$ cat src/rtl/serv_imm_seq.sv
// serv_imm_seq: instruction fetch / pre-decode / 32-bit-cycle sequencer for
// the bit-serial SERV datapath. Fetches one word, latches the immediate
// shift-control pre-decode, waits for operands, then counts 32 bit cycles.
module serv_imm_seq (
    input  logic        i_clk,
    input  logic        i_rst_n,
    output logic        o_ibus_cyc,
    input  logic        i_ibus_ack,
    input  logic [31:0] i_ibus_rdt,
    output logic        o_wb_en,
    input  logic        i_rf_ready,
    input  logic        i_hold,
    output logic        o_cnt_en,
    output logic        o_cnt_done,
    output logic [4:0]  o_cnt,
    output logic [3:0]  o_ctrl,
    output logic        o_csr_imm_en
);

    typedef enum logic [1:0] {
        S_IDLE  = 2'd0,
        S_FETCH = 2'd1,
        S_WAIT  = 2'd2,
        S_RUN   = 2'd3
    } state_t;

    localparam logic [4:0] OP_LOAD   = 5'b00000;
    localparam logic [4:0] OP_OPIMM  = 5'b00100;
    localparam logic [4:0] OP_JALR   = 5'b11001;
    localparam logic [4:0] OP_STORE  = 5'b01000;
    localparam logic [4:0] OP_BRANCH = 5'b11000;
    localparam logic [4:0] OP_JAL    = 5'b11011;
    localparam logic [4:0] OP_SYSTEM = 5'b11100;

    state_t      state;
    state_t      state_nxt;
    logic [4:0]  cnt;
    logic [3:0]  ctrl;
    logic        csr_imm;
    logic [4:0]  op;
    logic [3:0]  ctrl_dec;
    logic        csr_imm_dec;

    assign op = i_ibus_rdt[6:2];

    // Only the opcode and funct3[2] matter for the pre-decode; the rest of
    // the word belongs to the downstream decoder.
    logic unused_rdt;
    assign unused_rdt = ^{i_ibus_rdt[31:15], i_ibus_rdt[13:7], i_ibus_rdt[1:0]};

    // Strobes are decoded from registered state/counter, qualified by the
    // same-cycle input, so reset forces them low immediately.
    assign o_ibus_cyc   = (state == S_FETCH);
    assign o_wb_en      = o_ibus_cyc & i_ibus_ack;
    assign o_cnt_en     = (state == S_RUN) & ~i_hold;
    assign o_cnt_done   = o_cnt_en & (cnt == 5'd31);
    assign o_cnt        = cnt;
    assign o_ctrl       = ctrl;
    assign o_csr_imm_en = csr_imm;

    // Immediate-format pre-decode from the opcode field.
    always_comb begin
        ctrl_dec = 4'b0000;
        case (op)
            OP_LOAD, OP_OPIMM, OP_JALR: ctrl_dec = 4'b0010;
            OP_STORE:                   ctrl_dec = 4'b0011;
            OP_BRANCH:                  ctrl_dec = 4'b0101;
            OP_JAL:                     ctrl_dec = 4'b1000;
            OP_SYSTEM:                  ctrl_dec = 4'b0010;
            default:                    ctrl_dec = 4'b0000;
        endcase
        csr_imm_dec = (op == OP_SYSTEM) & i_ibus_rdt[14];
    end

    // Next-state logic.
    always_comb begin
        state_nxt = state;
        case (state)
            S_IDLE:  state_nxt = S_FETCH;
            S_FETCH: if (i_ibus_ack) state_nxt = S_WAIT;
            S_WAIT:  if (i_rf_ready) state_nxt = S_RUN;
            S_RUN:   if (o_cnt_done) state_nxt = S_FETCH;
            default: state_nxt = S_IDLE;
        endcase
    end

    // State register.
    always_ff @(posedge i_clk or negedge i_rst_n) begin
        if (!i_rst_n) state <= S_IDLE;
        else          state <= state_nxt;
    end

    // Bit counter: advances only on enabled cycles, natural 5-bit wrap at done.
    always_ff @(posedge i_clk or negedge i_rst_n) begin
        if (!i_rst_n)      cnt <= 5'd0;
        else if (o_cnt_en) cnt <= cnt + 5'd1;
    end

    // Pre-decode fields captured on the accepted fetch, held until the next.
    always_ff @(posedge i_clk or negedge i_rst_n) begin
        if (!i_rst_n) begin
            ctrl    <= 4'b0000;
            csr_imm <= 1'b0;
        end else if (o_wb_en) begin
            ctrl    <= ctrl_dec;
            csr_imm <= csr_imm_dec;
        end
    end

endmodule

$ cat config.mk
export PLATFORM = sky130hd
export DESIGN_NAME = serv_imm_seq
export DESIGN_NICKNAME = d
export VERILOG_FILES = /design/src/rtl/serv_imm_seq.sv
export SDC_FILE = /design/constraint.sdc
export NUM_CORES = 1
export LEC_CHECK = 0
export CORE_UTILIZATION = 33
export DETAILED_ROUTE_END_ITERATION = 10
export MAX_ROUTING_LAYER = met4
export PLACE_DENSITY = 0.93
export SETUP_SLACK_MARGIN = 0.02
export SLEW_MARGIN = 15
export SYNTH_ARGS = -nofsm -noshare
export SYNTH_HDL_FRONTEND = slang
export SYNTH_SLANG_ARGS = --single-unit
$ cat constraint.sdc
create_clock -name i_clk -period 4.5 [get_ports i_clk]
set_input_delay 1.125 -clock i_clk [delete_from_list [all_inputs] [get_ports i_clk]]
set_output_delay 1.125 -clock i_clk [all_outputs]
set_load 0.02 [all_outputs]
* Word-level counts from Yosys, hierarchy flattened
Cells that the tools add are included.
Word-level totals: output and inout bits 14, word-level logic and storage cells 32, register bits 12, input port bits 37
Cells by class: bitwise logic cells 5, add/sub/neg operators 1, mux-type cells 5, reduce and logical (&&, ||, !) cells 4, eq/ne operators 13
Operator list (number):
- == test 5 bit, second input constant | 5
- case mux 4 bit (4 select lines) | 1
- case mux 2 bit (4 select lines) | 1
- 2-to-1 mux 2 bit | 3
- adder 5 x 1 -> 5 bit, second input constant | 1
- == test 5 x 3 -> 1 bit, second input constant | 1
- == test 5 x 4 -> 1 bit, second input constant | 1
- logical NOT 5 bit | 1
- AND 1 bit | 4
- == test 2 bit, second input constant | 2
- != test 2 bit, second input constant | 2
- OR reduction 4 bit | 1
- AND reduction 3 bit | 1
- == test 2 x 1 -> 1 bit, second input constant | 1
- logical NOT 2 bit | 1
- != test 2 x 1 -> 1 bit, second input constant | 1
- NOT 1 bit | 1

* Longest topological paths before layout
Gate-level depths: netlist of run 1.
word-level depth 5, depth in mapped cells 6, gate-level depth less buffers 6

* Worst setup path after synthesis of run 1
OpenSTA, ideal clock, no wires.
path type input to output, start input i_hold, end output o_cnt_done, required time 3.375 ns, arrival 1.684 ns, path buffers 1, stages on the path 3, path slack 1.691 ns, cell sequence nor2b_1 buf_2 and2_1
On the way: longest elaborated chain between the ends 3
Ends and longest elaborated chain:
- start: declaration | RTL line 12 | input logic i_hold,
- NOT 1 bit | RTL line 55 | assign o_cnt_en = (state == S_RUN) & ~i_hold;
- AND 1 bit | RTL line 55
- named net o_cnt_en | RTL line 13 | output logic o_cnt_en,
- AND 1 bit | RTL line 56 | assign o_cnt_done = o_cnt_en & (cnt == 5'd31);
- end: declaration | RTL line 14 | output logic o_cnt_done,
The timed path passes the listed nets, and every way through them passes these cells.

* Worst setup path in the final report of run 1
start input i_hold, end output o_cnt_done
On the way: longest elaborated chain between the ends 3
Ends and longest elaborated chain (RTL line):
- NOT 1 bit | 55
- AND 1 bit | 55
- AND 1 bit | 56
No other way between the ends.

==> report_table.html, run 1 <==
<table>
<tr><th>Metric</th><th>Value</th></tr>
<tr><th colspan="2">Logic synthesis</th></tr>
<tr><td>Cell types occupying the most area after synthesis</td><td>sky130_fd_sc_hd__dfrtp_1 (49%), sky130_fd_sc_hd__ha_1 (12%), sky130_fd_sc_hd__xnor2_1 (4.3%), sky130_fd_sc_hd__mux2_1 (3.7%), sky130_fd_sc_hd__mux2i_1 (3.3%)</td></tr>
<tr><td>Primary flip-flop cell chosen by synthesis mapping</td><td>sky130_fd_sc_hd__dfrtp_1</td></tr>
<tr><td>Number of flip-flops and latches in the synthesized netlist</td><td>12</td></tr>
<tr><td>Syn Std Cell Area</td><td>about 610 µm²</td></tr>
<tr><td>Xor-xnor portion of the synthesized cell area</td><td>about 5.7%</td></tr>
<tr><td>Adder-cell share of the synthesized area</td><td>about 12%</td></tr>
<tr><td>Yosys cell types</td><td>24</td></tr>
<tr><td>Compound-Gate Fraction of Synth Area</td><td>9.18%</td></tr>
<tr><td>Fraction of synthesis flops using an asynchronous set or reset pin</td><td>100%</td></tr>
<tr><td>Warnings, synthesis</td><td>0</td></tr>
<tr><td>Leading cell type by number of instances after synthesis</td><td>sky130_fd_sc_hd__dfrtp_1</td></tr>
<tr><td>Synth cell count leaders</td><td>sky130_fd_sc_hd__dfrtp_1 (12), sky130_fd_sc_hd__ha_1 (6), sky130_fd_sc_hd__nand2_1 (5)</td></tr>
<tr><td>Multiplexer share of the synthesized area</td><td>a little under 7%</td></tr>
<tr><td>Synth Area in Simple Gates</td><td>13.1%</td></tr>
<tr><td>Syn_area_per_cell</td><td>11.1 µm²</td></tr>
<tr><td>Synth Net Count</td><td>98</td></tr>
<tr><td>Combinational family with the most area after synthesis</td><td>simple AND/OR/NAND/NOR gates</td></tr>
<tr><td>Number of cells produced by synthesis</td><td>55</td></tr>
<tr><td>Post-synth top area share</td><td>~49%</td></tr>
<tr><td>Cell taking the most area after synthesis</td><td>sky130_fd_sc_hd__dfrtp_1</td></tr>
<tr><td>Sequential fraction of the synthesis area</td><td>a little under 50%</td></tr>
<tr><td>Number of enable-type register cells in the synthesized netlist</td><td>0</td></tr>
<tr><th colspan="2">Run status</th></tr>
<tr><td>Outcome</td><td>finished, final reports clean</td></tr>
<tr><th colspan="2">Die</th></tr>
<tr><td>Chip width</td><td>roughly 45 µm</td></tr>
<tr><td>Die ar.</td><td>0.00203 mm²</td></tr>
<tr><td>Chip Height</td><td>45.1 µm</td></tr>
<tr><td>Initial core utilization</td><td>35.5%</td></tr>
<tr><td>Placement Rows</td><td>15</td></tr>
<tr><td>IO Count</td><td>51</td></tr>
<tr><td>Core ar.</td><td>0.00173 mm²</td></tr>
<tr><th colspan="2">Worst setup path</th></tr>
<tr><td>Slack of the worst reg-to-reg path</td><td>2.81 ns</td></tr>
<tr><td>Crit path max fanout</td><td>7</td></tr>
<tr><td>Worst EP required</td><td>3.38 ns</td></tr>
<tr><td>Type of element capturing the critical path</td><td>output pin</td></tr>
<tr><td>Path depth of the worst reg2reg path</td><td>6</td></tr>
<tr><td>Reg-to-Reg End</td><td>state[0]</td></tr>
<tr><td>Critical path class</td><td>in -&gt; out</td></tr>
<tr><td>Type of element launching the critical path</td><td>input port</td></tr>
<tr><td>Arr. time, crit path</td><td>2.57 ns</td></tr>
<tr><td>Worst r2r src</td><td>o_cnt[0]</td></tr>
<tr><th colspan="2">Clocking</th></tr>
<tr><td>Count of cells resized by post-cts repair</td><td>0</td></tr>
<tr><td>Level count of the clock H-tree</td><td>1</td></tr>
<tr><td>Cts bufs inserted</td><td>3</td></tr>
<tr><td>Clock tree from TritonCTS</td><td>done</td></tr>
<tr><td>Worst-Skew Late Latency</td><td>0.28 ns</td></tr>
<tr><td>Clock tree sinks</td><td>12</td></tr>
<tr><td>Clock slew seen by the registers of the worst setup and hold paths</td><td>0.07 ns</td></tr>
<tr><td>Setup Fix Bufs, Post-CTS</td><td>0</td></tr>
<tr><td>Number of hold-repair buffers added at the cts stage</td><td>0</td></tr>
<tr><td>Maximum root-to-sink buffer count</td><td>2</td></tr>
<tr><td>Root Buffer</td><td>sky130_fd_sc_hd__clkbuf_4</td></tr>
<tr><th colspan="2">Min path</th></tr>
<tr><td>Endpoint of the worst hold-timing path</td><td>o_ctrl[0]</td></tr>
<tr><td>Cells on Worst Hold Path</td><td>2</td></tr>
<tr><td>Min-Delay Startpoint</td><td>o_ctrl[0]</td></tr>
<tr><td>Hold Crit Class</td><td>reg -&gt; reg</td></tr>
<tr><th colspan="2">Finish</th></tr>
<tr><td>Footprint of the flip-flops and latches</td><td>300 µm²</td></tr>
<tr><td>Filler cell count in the final layout</td><td>170</td></tr>
<tr><td>Ant. Diodes</td><td>0</td></tr>
<tr><td>Area Overhead vs Synth</td><td>50.6%</td></tr>
<tr><td>Final instance count without filler cells</td><td>108</td></tr>
<tr><td>Net count of the finished layout</td><td>roughly 130</td></tr>
<tr><td>Multi-input gate area</td><td>289 µm²</td></tr>
<tr><td>Layout cell share with drive strength beyond 1</td><td>7.23%</td></tr>
<tr><td>Utilization after layout</td><td>a little over half</td></tr>
<tr><th colspan="2">STA</th></tr>
<tr><td>Hold Violations, Final</td><td>0</td></tr>
<tr><td>Slew at the pin closest to its max-slew limit</td><td>roughly 0.53 ns</td></tr>
<tr><td>Final-layout setup total negative slack</td><td>0 ns</td></tr>
<tr><td>Number of max-slew violations in the final report</td><td>0</td></tr>
<tr><td>Max transition margin</td><td>64.9%</td></tr>
<tr><td>Maximum achievable frequency</td><td>270 MHz</td></tr>
<tr><td>Unrepaired setup endpoints after global routing</td><td>false</td></tr>
<tr><td>Share of the clock period used by the worst path after layout</td><td>82.2%</td></tr>
<tr><td>Final clock skew</td><td>0.00167 ns</td></tr>
<tr><td>Final setup violation count</td><td>0</td></tr>
<tr><td>Tmin final</td><td>3.70 ns</td></tr>
<tr><th colspan="2">Routing</th></tr>
<tr><td>Routed wire length</td><td>1300 µm</td></tr>
<tr><td>Remaining number of nets flagged by the antenna check after routing</td><td>0</td></tr>
<tr><td>Mean routed wirelength per cell</td><td>approximately 12 µm</td></tr>
<tr><td>Vias after detailed routing</td><td>519</td></tr>
<tr><td>Length of the first detailed-routing pass in iterations</td><td>4</td></tr>
<tr><td>1st-iter DRT viols</td><td>5</td></tr>
<tr><td>DRC violations left</td><td>0</td></tr>
<tr><td>Via density</td><td>4.81</td></tr>
<tr><th colspan="2">Global route</th></tr>
<tr><td>Global route total overflow</td><td>0</td></tr>
<tr><td>Aggregate global-route resource usage</td><td>about 16%</td></tr>
<tr><td>Top Usage Layer GRT</td><td>met2</td></tr>
<tr><td>Global-route wire length before repair</td><td>2200 µm</td></tr>
<tr><td>Pin count of the biggest net entering global routing</td><td>13</td></tr>
<tr><td>Met3 layer usage reported by global route</td><td>4.40%</td></tr>
<tr><td>GRT met2 Usage</td><td>28.4%</td></tr>
<tr><td>Grt met1 use</td><td>15.6%</td></tr>
<tr><td>Number of global-route vias before repair</td><td>around 530</td></tr>
<tr><td>Antenna violations before repair</td><td>0</td></tr>
<tr><th colspan="2">Power</th></tr>
<tr><td>IR Drop Worst-Case VDD</td><td>approximately 0.27 mV</td></tr>
<tr><td>Pwr Total</td><td>0.546 mW</td></tr>
<tr><td>Static leakage</td><td>0.417 nW</td></tr>
<tr><td>PD cells</td><td>between 500 and 600 mW/mm²</td></tr>
<tr><th colspan="2">Placement</th></tr>
<tr><td>Port Buffer Count</td><td>24</td></tr>
<tr><td>HPWL after DPL</td><td>1060 µm</td></tr>
<tr><td>Last weighted congestion value of the routability-driven placer</td><td>between 0.7 and 0.8</td></tr>
<tr><td>Placed Cells</td><td>approximately 100</td></tr>
<tr><th colspan="2">Run</th></tr>
<tr><td>Max-capacitance violation count</td><td>0</td></tr>
</table>
-- where the power goes --
| group | switching, mW | total [mW] | internal, mW |
|---|---|---|---|
| logic | 0.135 | 0.273 | 0.138 |
| registers | 0.0364 | 0.185 | 0.149 |
| clock network | 0.0380 | 0.0873 | 0.0493 |
| total | 0.209 | 0.546 | 0.337 |
-- worst max-delay path, cell delays in order --
cell                              delay [ns]
sky130_fd_sc_hd__clkdlybuf4s50_1        0.43
sky130_fd_sc_hd__nor2b_1                0.13
sky130_fd_sc_hd__buf_4                  0.16
sky130_fd_sc_hd__and2_1                 0.13
sky130_fd_sc_hd__clkdlybuf4s50_1        0.60
-- routing by layer --
layer	vias to the layer above	routed length [µm]
met1	244	516
met5	-	0
li1	249	-
met2	21	640
met3	5	103
met4	0	38
-- how the worst max path moves through the flow --
stage,start,endpoint,slack [ns],cells past startpoint
finish,i_hold,o_cnt_done,0.80,5
global route,i_hold,o_cnt_done,0.75,5
CTS,i_hold,o_cnt_done,0.79,5
detailed placement,i_hold,o_cnt_done,0.79,5
global placement,i_hold,o_cnt_done,0.81,5
floorplan,i_hold,o_cnt_done,1.69,3
-- sequential cells by signal, summed over array words and instances, names as in the netlist --
signal / flops
o_cnt: 5
o_ctrl: 4
state: 2
o_csr_imm_en: 1
-- logic make-up (layout without fill, tap and decap cells) --
family | count (synthesis) | after routing
flops | 12 | 12
compound gates | 7 | 7
fa+ha+maj | 6 | 6
xor+xnor | 4 | 4
simple gates | 16 | 16
mux | 4 | 4
buf+inv | 6 | 34
-- cells in the final DEF, fill, tap and decap left out --
master,synthesis,final
sky130_fd_sc_hd__o311ai_1,1,1
sky130_fd_sc_hd__nand3_1,2,2
sky130_fd_sc_hd__xnor2_1,3,3
sky130_fd_sc_hd__nand2_1,5,5
sky130_fd_sc_hd__nand4_1,3,3
sky130_fd_sc_hd__and3_1,1,1
sky130_fd_sc_hd__inv_1,4,4
sky130_fd_sc_hd__nor2b_1,1,1
sky130_fd_sc_hd__xor2_1,1,1
sky130_fd_sc_hd__inv_2,1,1
sky130_fd_sc_hd__dfrtp_1,12,12
sky130_fd_sc_hd__buf_4,0,1
sky130_fd_sc_hd__o21ai_1,1,1
sky130_fd_sc_hd__nor2_1,2,2
sky130_fd_sc_hd__ha_1,6,6
sky130_fd_sc_hd__nand2b_1,1,1
sky130_fd_sc_hd__mux2_1,2,2
sky130_fd_sc_hd__mux2i_1,2,2
sky130_fd_sc_hd__a21oi_1,1,1
sky130_fd_sc_hd__and2_1,1,1
sky130_fd_sc_hd__clkbuf_4,0,3
sky130_fd_sc_hd__a22o_1,1,1
sky130_fd_sc_hd__o41ai_1,1,1
sky130_fd_sc_hd__a32o_1,1,1
sky130_fd_sc_hd__a222oi_1,1,1
sky130_fd_sc_hd__clkdlybuf4s50_1,0,24
sky130_fd_sc_hd__clkbuf_8,0,1
-- cell type report --
cell class | count | area share, %
inverter | 5 | 2.03
timing repair buffer | 25 | 26.8
multi-input combinational | 37 | 31.3
tap | 25 | 3.39
clock buffer | 4 | 3.93
sequential | 12 | 32.5
-- stage by stage --
stage / instance area (µm²) / worst slack, ns / hold WS [ns]
after floorplan: 613 / 1.69 / 0.560
after global placement: 887 / 0.808 / 0.467
after detailed placement: 887 / 0.788 / 0.484
after CTS: 923 / 0.787 / 0.501
after global routing: 923 / 0.746 / 0.525
final: 923 / 0.802 / 0.497
Power figures use the tool's default switching activity.
==> run 2: changes to the inputs <==
--- a/config.mk
+++ b/config.mk
@@ -5,10 +5,10 @@
 export SDC_FILE = /design/constraint.sdc
 export NUM_CORES = 1
 export LEC_CHECK = 0
-export CORE_UTILIZATION = 33
+export CORE_UTILIZATION = 28
 export DETAILED_ROUTE_END_ITERATION = 10
 export MAX_ROUTING_LAYER = met4
-export PLACE_DENSITY = 0.93
+export PLACE_DENSITY = 0.85
 export SETUP_SLACK_MARGIN = 0.02
 export SLEW_MARGIN = 15
 export SYNTH_ARGS = -nofsm -noshare
==> constraint.sdc (replaced) <==
create_clock -name i_clk -period 3.01 [get_ports i_clk]
set_input_delay 0.7525 -clock i_clk [delete_from_list [all_inputs] [get_ports i_clk]]
set_output_delay 0.7525 -clock i_clk [all_outputs]
set_load 0.02 [all_outputs]
==> run 2 against run 1 <==
Flip-flop and latch count did not move. Core utilization shrank 6.9 points. Worst hold slack lost 0.0011 ns. Power rose by 50%. Clock-buffer cell count unchanged. Critical endpoint is now o_cnt_en. Largest power group unchanged.
==> report_table.html, run 2 (synthesis results as in run 1) <==
<table>
<tr><th>Metric</th><th>Value</th></tr>
<tr><th colspan="2">Routing</th></tr>
<tr><td>1st-iter DRT viols</td><td>13 (was 5)</td></tr>
<tr><td>Vias after detailed routing</td><td>530 (was 519)</td></tr>
<tr><td>Via density</td><td>4.77 (was 4.81)</td></tr>
<tr><td>Remaining number of nets flagged by the antenna check after routing</td><td>0 (unchanged)</td></tr>
<tr><td>Mean routed wirelength per cell</td><td>12.4 µm (was 12.0 µm)</td></tr>
<tr><td>DRC violations left</td><td>0 (unchanged)</td></tr>
<tr><td>Length of the first detailed-routing pass in iterations</td><td>4 (unchanged)</td></tr>
<tr><td>Routed wire length</td><td>1370 µm (was 1300 µm)</td></tr>
<tr><th colspan="2">Run</th></tr>
<tr><td>Max-capacitance violation count</td><td>0 (unchanged)</td></tr>
<tr><th colspan="2">Worst setup path</th></tr>
<tr><td>Worst path most repeated cell</td><td>sky130_fd_sc_hd__clkdlybuf4s50_1 (unchanged)</td></tr>
<tr><td>Worst EP required</td><td>2.26 ns (was 3.38 ns)</td></tr>
<tr><td>Crit path max fanout</td><td>6 (was 7)</td></tr>
<tr><td>Capture point of the worst path</td><td>o_cnt_en (was o_cnt_done)</td></tr>
<tr><td>Kind of cell with the highest combined delay on the critical path</td><td>buffers and inverters (unchanged)</td></tr>
<tr><td>Arr. time, crit path</td><td>2.09 ns (was 2.57 ns)</td></tr>
<tr><td>Type of element launching the critical path</td><td>input port (unchanged)</td></tr>
<tr><td>Cell depth of the worst setup path</td><td>4 (was 5)</td></tr>
<tr><td>Delay of the slowest cell on the worst path</td><td>0.60 ns (about the same)</td></tr>
<tr><td>Reg-to-Reg End</td><td>state[0] (unchanged)</td></tr>
<tr><td>Path depth of the worst reg2reg path</td><td>6 (unchanged)</td></tr>
<tr><td>Timing startpoint of the critical path</td><td>i_hold (unchanged)</td></tr>
<tr><td>Worst r2r src</td><td>o_cnt[0] (unchanged)</td></tr>
<tr><td>Critical-path top delay cell</td><td>sky130_fd_sc_hd__clkdlybuf4s50_1 (unchanged)</td></tr>
<tr><td>Worst path bufs/invs</td><td>3 (unchanged)</td></tr>
<tr><td>Critical path class</td><td>in -&gt; out (unchanged)</td></tr>
<tr><td>Crit path cell chain</td><td>clkdlybuf4s50_1 &gt; nor2b_1 &gt; buf_4 &gt; clkdlybuf4s50_1 (was clkdlybuf4s50_1 &gt; nor2b_1 &gt; buf_4 &gt; and2_1 &gt; clkdlybuf4s50_1)</td></tr>
<tr><td>Slack of the worst reg-to-reg path</td><td>1.32 ns (was 2.81 ns)</td></tr>
<tr><td>Type of element capturing the critical path</td><td>output pin (unchanged)</td></tr>
<tr><th colspan="2">Global route</th></tr>
<tr><td>Met3 layer usage reported by global route</td><td>3.74% (was 4.40%)</td></tr>
<tr><td>Antenna violations before repair</td><td>0 (unchanged)</td></tr>
<tr><td>Top Usage Layer GRT</td><td>met2 (unchanged)</td></tr>
<tr><td>Global route total overflow</td><td>0 (unchanged)</td></tr>
<tr><td>Aggregate global-route resource usage</td><td>13.9% (was 16.3%)</td></tr>
<tr><td>Global-route wire length before repair</td><td>2300 µm (was 2200 µm)</td></tr>
<tr><td>Grt met1 use</td><td>15.0% (was 15.6%)</td></tr>
<tr><td>GRT met2 Usage</td><td>21.8% (was 28.4%)</td></tr>
<tr><td>Pin count of the biggest net entering global routing</td><td>13 (unchanged)</td></tr>
<tr><td>Number of global-route vias before repair</td><td>511 (was 533)</td></tr>
<tr><th colspan="2">Placement</th></tr>
<tr><td>Last weighted congestion value of the routability-driven placer</td><td>0.752 (was 0.740)</td></tr>
<tr><td>Placed Area</td><td>897 µm² (was 887 µm²)</td></tr>
<tr><td>Port Buffer Count</td><td>24 (unchanged)</td></tr>
<tr><td>HPWL after DPL</td><td>1100 µm (was 1060 µm)</td></tr>
<tr><td>Placed Cells</td><td>107 (was 104)</td></tr>
<tr><td>Pre-CTS setup slack</td><td>0.152 ns (was 0.788 ns)</td></tr>
<tr><th colspan="2">Clocking</th></tr>
<tr><td>Cts bufs inserted</td><td>3 (unchanged)</td></tr>
<tr><td>Clock tree sinks</td><td>12 (unchanged)</td></tr>
<tr><td>Setup Fix Bufs, Post-CTS</td><td>0 (unchanged)</td></tr>
<tr><td>Clock slew seen by the registers of the worst setup and hold paths</td><td>0.07 ns (about the same)</td></tr>
<tr><td>Clock tree from TritonCTS</td><td>done (unchanged)</td></tr>
<tr><td>Maximum root-to-sink buffer count</td><td>2 (unchanged)</td></tr>
<tr><td>Level count of the clock H-tree</td><td>1 (unchanged)</td></tr>
<tr><td>Root Buffer</td><td>sky130_fd_sc_hd__clkbuf_4 (unchanged)</td></tr>
<tr><td>Number of hold-repair buffers added at the cts stage</td><td>0 (unchanged)</td></tr>
<tr><td>Count of cells resized by post-cts repair</td><td>0 (unchanged)</td></tr>
<tr><td>Worst-Skew Late Latency</td><td>0.28 ns (about the same)</td></tr>
<tr><th colspan="2">STA</th></tr>
<tr><td>Share of the clock period used by the worst path after layout</td><td>between 90% and 100%</td></tr>
<tr><td>Final setup violation count</td><td>0 (unchanged)</td></tr>
<tr><td>Maximum achievable frequency</td><td>351 MHz</td></tr>
<tr><td>Unrepaired setup endpoints after global routing</td><td>false (unchanged)</td></tr>
<tr><td>Final clock skew</td><td>0.00472 ns (was 0.00167 ns)</td></tr>
<tr><td>Smallest setup slack after layout</td><td>0.164 ns (was 0.802 ns)</td></tr>
<tr><td>Slew at the pin closest to its max-slew limit</td><td>0.524 ns (was 0.526 ns)</td></tr>
<tr><td>Number of max-slew violations in the final report</td><td>0 (unchanged)</td></tr>
<tr><td>Tmin final</td><td>roughly 2.8 ns</td></tr>
<tr><td>Hold Violations, Final</td><td>0 (unchanged)</td></tr>
<tr><td>Max transition margin</td><td>64.9% (about the same)</td></tr>
<tr><td>Final-layout setup total negative slack</td><td>0 ns (unchanged)</td></tr>
<tr><th colspan="2">Run status</th></tr>
<tr><td>Outcome</td><td>finished, final reports clean (unchanged)</td></tr>
<tr><th colspan="2">Finish</th></tr>
<tr><td>Area of all placed cells without fillers</td><td>933 µm² (was 923 µm²)</td></tr>
<tr><td>Area Overhead vs Synth</td><td>52.2% (was 50.6%)</td></tr>
<tr><td>Final instance count without filler cells</td><td>111 (was 108)</td></tr>
<tr><td>Ant. Diodes</td><td>0 (unchanged)</td></tr>
<tr><td>Filler cell count in the final layout</td><td>190 (was 170)</td></tr>
<tr><td>Net count of the finished layout</td><td>128 (was 127)</td></tr>
<tr><td>Most used cells in the layout excluding fill and tap cells</td><td>sky130_fd_sc_hd__clkdlybuf4s50_1 (24), sky130_fd_sc_hd__dfrtp_1 (12), sky130_fd_sc_hd__ha_1 (6) (unchanged)</td></tr>
<tr><td>Commonest non-fill, non-tap cell in the layout</td><td>sky130_fd_sc_hd__clkdlybuf4s50_1 (unchanged)</td></tr>
<tr><td>Max FFs per register</td><td>5 (unchanged)</td></tr>
<tr><td>Layout cell share with drive strength beyond 1</td><td>8.33% (was 7.23%)</td></tr>
<tr><th colspan="2">Die</th></tr>
<tr><td>Die ar.</td><td>0.00238 mm² (was 0.00203 mm²)</td></tr>
<tr><td>Core ar.</td><td>0.00200 mm² (was 0.00173 mm²)</td></tr>
<tr><td>Initial core utilization</td><td>30.6% (was 35.5%)</td></tr>
<tr><td>Chip width</td><td>48.8 µm (was 45.1 µm)</td></tr>
<tr><td>IO Count</td><td>51 (unchanged)</td></tr>
<tr><td>Placement Rows</td><td>16 (was 15)</td></tr>
<tr><td>Chip Height</td><td>48.8 µm (was 45.1 µm)</td></tr>
<tr><th colspan="2">Min path</th></tr>
<tr><td>Hold Crit Class</td><td>reg -&gt; reg (unchanged)</td></tr>
<tr><th colspan="2">Power</th></tr>
<tr><td>IR Drop Worst-Case VDD</td><td>0.351 mV (was 0.269 mV)</td></tr>
<tr><td>Static leakage</td><td>0.422 nW (was 0.417 nW)</td></tr>
<tr><td>PD cells</td><td>878 mW/mm² (was 591 mW/mm²)</td></tr>
</table>
-- run 2: changes by cell type in the layout (fill, tap and decap cells not counted), sizes merged --
| cell | before | now |
|---|---|---|
| buf | 1 | 2 |
-- run 2: area by class of cell --
class                   instances  area, µm²  area share [%]
repair buffers                 26        255            27.3
inverters                       5       18.8            2.01
multi-input cells              37        289            31.0
clock buffers                   4       36.3            3.89
flip-flops and latches         12        300            32.2
well taps                      27       33.8            3.62
-- run 2: layer usage --
layer	vias to the layer above	part of all wire, %
li1	252	-
met1	253	42
met2	20	48
met3	5	5.9
met4	0	3.2
met5	-	0
-- run 2: power by group --
part / total [mW] / internal (mW) / switching, mW
Sequential: 0.278 / 0.223 / 0.0552
Combinational: 0.410 / 0.209 / 0.202
Clock: 0.132 / 0.0737 / 0.0581
Total: 0.820 / 0.505 / 0.315
-- run 2: worst min-delay path by stage --
stage               startpoint   endpoint  slack (ns)  cells past startpoint
global placement     o_ctrl[0]  o_ctrl[0]        0.47                      2
global route         o_ctrl[3]  o_ctrl[3]        0.53                      1
finish               o_ctrl[0]  o_ctrl[0]        0.50                      2
detailed placement   o_ctrl[0]  o_ctrl[0]        0.48                      2
CTS                  o_ctrl[0]  o_ctrl[0]        0.50                      2
floorplan              i_rst_n   o_cnt[0]        0.46                      0
-- run 2: tightest hold or removal path: stages, from the launching register on --
cell	delay (ns)
sky130_fd_sc_hd__dfrtp_1	0.35
sky130_fd_sc_hd__nand2_1	0.06
sky130_fd_sc_hd__o41ai_1	0.05
-- run 2: through the flow --
stage          hold slack [ns]  utilization [%]  power (mW)
2_1_floorplan            0.457                -       0.508
3_3_place_gp             0.469             44.8       0.675
3_5_place_dp             0.482             44.8       0.698
4_1_cts                  0.500             46.6       0.832
5_1_grt                  0.528             46.6       0.876
6_report                 0.496             46.6       0.820
==> run 3: changes to the inputs <==
--- a/config.mk
+++ b/config.mk
@@ -5,6 +5,7 @@
 export SDC_FILE = /design/constraint.sdc
 export NUM_CORES = 1
 export LEC_CHECK = 0
+export CORE_ASPECT_RATIO = 1.25
 export CORE_UTILIZATION = 28
 export DETAILED_ROUTE_END_ITERATION = 10
 export MAX_ROUTING_LAYER = met4
==> run 3 against run 2 <==
Sequential share of layout area is 0.80 points higher. Clock power fell by 31%. Global-route usage decreased by 1.6 points. Power is 4.9% lower. Largest power group unchanged. Largest cell class unchanged.
==> report_table.html, run 3 (synthesis results as in run 1) <==
<table>
<tr><th>Metric</th><th>Value</th></tr>
<tr><th colspan="2">Finish</th></tr>
<tr><td>Most used cells in the layout excluding fill and tap cells</td><td>sky130_fd_sc_hd__clkdlybuf4s50_1 (24), sky130_fd_sc_hd__dfrtp_1 (12), sky130_fd_sc_hd__ha_1 (6) (unchanged)</td></tr>
<tr><td>Filler cell count in the final layout</td><td>196 (was 190)</td></tr>
<tr><td>Area Overhead vs Synth</td><td>48.6% (was 52.2%)</td></tr>
<tr><td>Area of all placed cells without fillers</td><td>911 µm² (was 933 µm²)</td></tr>
<tr><td>Layout cell share with drive strength beyond 1</td><td>7.23% (was 8.33%)</td></tr>
<tr><td>Commonest non-fill, non-tap cell in the layout</td><td>sky130_fd_sc_hd__clkdlybuf4s50_1 (unchanged)</td></tr>
<tr><td>Net count of the finished layout</td><td>128 (unchanged)</td></tr>
<tr><td>Max FFs per register</td><td>5 (unchanged)</td></tr>
<tr><td>Ant. Diodes</td><td>0 (unchanged)</td></tr>
<tr><th colspan="2">Power</th></tr>
<tr><td>Flop pwr share</td><td>35.4% (was 33.9%)</td></tr>
<tr><td>Portion of total power attributed to the clock network</td><td>11.7% (was 16.1%)</td></tr>
<tr><td>Internal power contribution</td><td>0.479 mW (was 0.505 mW)</td></tr>
<tr><td>IR Drop Worst-Case VDD</td><td>0.370 mV (was 0.351 mV)</td></tr>
<tr><td>Switching share of power</td><td>38.5% (was 38.4%)</td></tr>
<tr><td>Static leakage</td><td>0.415 nW (was 0.422 nW)</td></tr>
<tr><td>PD cells</td><td>856 mW/mm² (was 878 mW/mm²)</td></tr>
<tr><td>Part of the power in combinational logic</td><td>52.9% (was 50.0%)</td></tr>
<tr><td>Net Sw Power</td><td>0.300 mW (was 0.315 mW)</td></tr>
<tr><th colspan="2">Worst setup path</th></tr>
<tr><td>Crit path cell chain</td><td>clkdlybuf4s50_1 &gt; nor2b_1 &gt; buf_4 &gt; clkdlybuf4s50_1 (unchanged)</td></tr>
<tr><td>Type of element launching the critical path</td><td>input port (unchanged)</td></tr>
<tr><td>Worst EP required</td><td>2.26 ns (about the same)</td></tr>
<tr><td>Critical path class</td><td>in -&gt; out (unchanged)</td></tr>
<tr><td>Arr. time, crit path</td><td>2.06 ns (was 2.09 ns)</td></tr>
<tr><td>Worst path bufs/invs</td><td>3 (unchanged)</td></tr>
<tr><td>Crit path max fanout</td><td>6 (unchanged)</td></tr>
<tr><td>Type of element capturing the critical path</td><td>output pin (unchanged)</td></tr>
<tr><td>Kind of cell with the highest combined delay on the critical path</td><td>buffers and inverters (unchanged)</td></tr>
<tr><td>Critical-path top delay cell</td><td>sky130_fd_sc_hd__clkdlybuf4s50_1 (unchanged)</td></tr>
<tr><td>Delay of the slowest cell on the worst path</td><td>0.60 ns (about the same)</td></tr>
<tr><td>Worst path most repeated cell</td><td>sky130_fd_sc_hd__clkdlybuf4s50_1 (unchanged)</td></tr>
<tr><th colspan="2">Routing</th></tr>
<tr><td>Mean routed wirelength per cell</td><td>11.8 µm (was 12.4 µm)</td></tr>
<tr><td>DRC violations left</td><td>0 (unchanged)</td></tr>
<tr><td>Routed wire length</td><td>1220 µm (was 1370 µm)</td></tr>
<tr><td>1st-iter DRT viols</td><td>11 (was 13)</td></tr>
<tr><td>Length of the first detailed-routing pass in iterations</td><td>5 (was 4)</td></tr>
<tr><td>Vias after detailed routing</td><td>518 (was 530)</td></tr>
<tr><td>Via density</td><td>5.03 (was 4.77)</td></tr>
<tr><td>Remaining number of nets flagged by the antenna check after routing</td><td>0 (unchanged)</td></tr>
<tr><th colspan="2">Min path</th></tr>
<tr><td>Hold Crit Class</td><td>reg -&gt; reg (unchanged)</td></tr>
<tr><th colspan="2">Clocking</th></tr>
<tr><td>Clock tree sinks</td><td>12 (unchanged)</td></tr>
<tr><td>Root Buffer</td><td>sky130_fd_sc_hd__clkbuf_4 (unchanged)</td></tr>
<tr><td>Setup Fix Bufs, Post-CTS</td><td>0 (unchanged)</td></tr>
<tr><td>Number of hold-repair buffers added at the cts stage</td><td>0 (unchanged)</td></tr>
<tr><td>Cts bufs inserted</td><td>3 (unchanged)</td></tr>
<tr><td>Clock tree from TritonCTS</td><td>done (unchanged)</td></tr>
<tr><td>Maximum root-to-sink buffer count</td><td>2 (unchanged)</td></tr>
<tr><td>Count of cells resized by post-cts repair</td><td>0 (unchanged)</td></tr>
<tr><td>Clock slew seen by the registers of the worst setup and hold paths</td><td>0.07 ns (about the same)</td></tr>
<tr><td>Worst-Skew Late Latency</td><td>0.26 ns (was 0.28 ns)</td></tr>
<tr><td>Level count of the clock H-tree</td><td>1 (unchanged)</td></tr>
<tr><th colspan="2">Die</th></tr>
<tr><td>Initial core utilization</td><td>30.2% (was 30.6%)</td></tr>
<tr><td>Chip width</td><td>43.9 µm (was 48.8 µm)</td></tr>
<tr><td>Die ar.</td><td>0.00238 mm² (about the same)</td></tr>
<tr><td>Chip Height</td><td>54.3 µm (was 48.8 µm)</td></tr>
<tr><td>IO Count</td><td>51 (unchanged)</td></tr>
<tr><td>Core ar.</td><td>0.00203 mm² (was 0.00200 mm²)</td></tr>
<tr><td>Placement Rows</td><td>18 (was 16)</td></tr>
<tr><th colspan="2">Placement</th></tr>
<tr><td>Last weighted congestion value of the routability-driven placer</td><td>0.865 (was 0.752)</td></tr>
<tr><td>Placed Area</td><td>888 µm² (was 897 µm²)</td></tr>
<tr><td>Port Buffer Count</td><td>24 (unchanged)</td></tr>
<tr><td>HPWL after DPL</td><td>984 µm (was 1100 µm)</td></tr>
<tr><th colspan="2">Run</th></tr>
<tr><td>Max-capacitance violation count</td><td>0 (unchanged)</td></tr>
<tr><th colspan="2">STA</th></tr>
<tr><td>Final setup violation count</td><td>0 (unchanged)</td></tr>
<tr><td>Final-layout setup total negative slack</td><td>0 ns (unchanged)</td></tr>
<tr><td>Hold Violations, Final</td><td>0 (unchanged)</td></tr>
<tr><td>Unrepaired setup endpoints after global routing</td><td>false (unchanged)</td></tr>
<tr><td>Slew at the pin closest to its max-slew limit</td><td>0.538 ns (was 0.524 ns)</td></tr>
<tr><td>Maximum achievable frequency</td><td>355 MHz (was 351 MHz)</td></tr>
<tr><td>Share of the clock period used by the worst path after layout</td><td>93.5% (was 94.5%)</td></tr>
<tr><td>Max transition margin</td><td>64.0% (was 64.9%)</td></tr>
<tr><td>Final clock skew</td><td>0.00109 ns (was 0.00472 ns)</td></tr>
<tr><td>Tmin final</td><td>2.81 ns (was 2.85 ns)</td></tr>
<tr><td>Number of max-slew violations in the final report</td><td>0 (unchanged)</td></tr>
<tr><th colspan="2">Global route</th></tr>
<tr><td>Aggregate global-route resource usage</td><td>12.2% (was 13.9%)</td></tr>
<tr><td>Global-route wire length before repair</td><td>2030 µm (was 2300 µm)</td></tr>
<tr><td>Antenna violations before repair</td><td>0 (unchanged)</td></tr>
<tr><td>Number of global-route vias before repair</td><td>490 (was 511)</td></tr>
<tr><td>Pin count of the biggest net entering global routing</td><td>13 (unchanged)</td></tr>
<tr><td>Global route total overflow</td><td>0 (unchanged)</td></tr>
<tr><th colspan="2">Run status</th></tr>
<tr><td>Outcome</td><td>finished, final reports clean (unchanged)</td></tr>
</table>
run 3: cell count changes in the layout (fill, tap and decap cells not counted), sizes merged:
cell and delta:
clkbuf -1
run 3: cell type report:
class | instances | area [µm²] | share of cell area [%]
inverters | 5 | 18.8 | 2.06
well taps | 20 | 25.0 | 2.75
flip-flops and latches | 12 | 300 | 33.0
repair buffers | 26 | 255 | 28.0
multi-input cells | 37 | 289 | 31.7
clock buffers | 3 | 22.5 | 2.47
run 3: power by group through the flow:
| stage | Combinational (mW) | Sequential (mW) | Clock [mW] |
|---|---|---|---|
| after floorplan | 0.180 | 0.328 | 0 |
| after global placement | 0.401 | 0.275 | 0 |
| after detailed placement | 0.416 | 0.279 | 0 |
| after CTS | 0.418 | 0.276 | 0.0976 |
| after global routing | 0.452 | 0.285 | 0.106 |
| final | 0.413 | 0.276 | 0.0910 |
run 3: metal layers:
| metal | GRT usage [%] | vias up | share of wire [%] |
|---|---|---|---|
| met5 | - | - | 0 |
| met1 | 13.9 | 242 | 46 |
| met4 | 6.06 | 0 | 1.1 |
| met2 | 19.9 | 18 | 47 |
| li1 | - | 256 | - |
| met3 | 3.30 | 2 | 6.1 |
run 3: final timing paths:
check | start | to | slack (ns) | depth (start not counted)
setup reg to reg | o_cnt[0] | state[1] | 1.34 | 6
setup / recovery | i_hold | o_cnt_en | 0.20 | 4
min in group asynchronous | i_rst_n | o_csr_imm_en | 0.85 | 1
max in group asynchronous | i_rst_n | o_cnt[2] | 1.81 | 1
hold / removal | o_ctrl[1] | o_ctrl[1] | 0.48 | 2
hold reg to reg | o_ctrl[1] | o_ctrl[1] | 0.48 | 2
run 3: worst reg2reg max path: stages, from the launching register on:
cell                       delay (ns)
sky130_fd_sc_hd__dfrtp_1         0.41
sky130_fd_sc_hd__ha_1            0.18
sky130_fd_sc_hd__and3_1          0.15
sky130_fd_sc_hd__ha_1            0.16
sky130_fd_sc_hd__nand2b_1        0.06
sky130_fd_sc_hd__a222oi_1        0.40
sky130_fd_sc_hd__mux2i_1         0.24
run 3: metrics by stage:
step                setup slack [ns]  hold slack, ns  util [%]  instances  total power, mW
floorplan                      0.946           0.457         -         55            0.508
global placement               0.190           0.471      43.8        100            0.676
detailed placement             0.192           0.473      43.8        100            0.695
CTS                            0.192           0.489      44.9        103            0.791
global route                   0.122           0.517      44.9        103            0.843
finish                         0.195           0.483      44.9        103            0.779
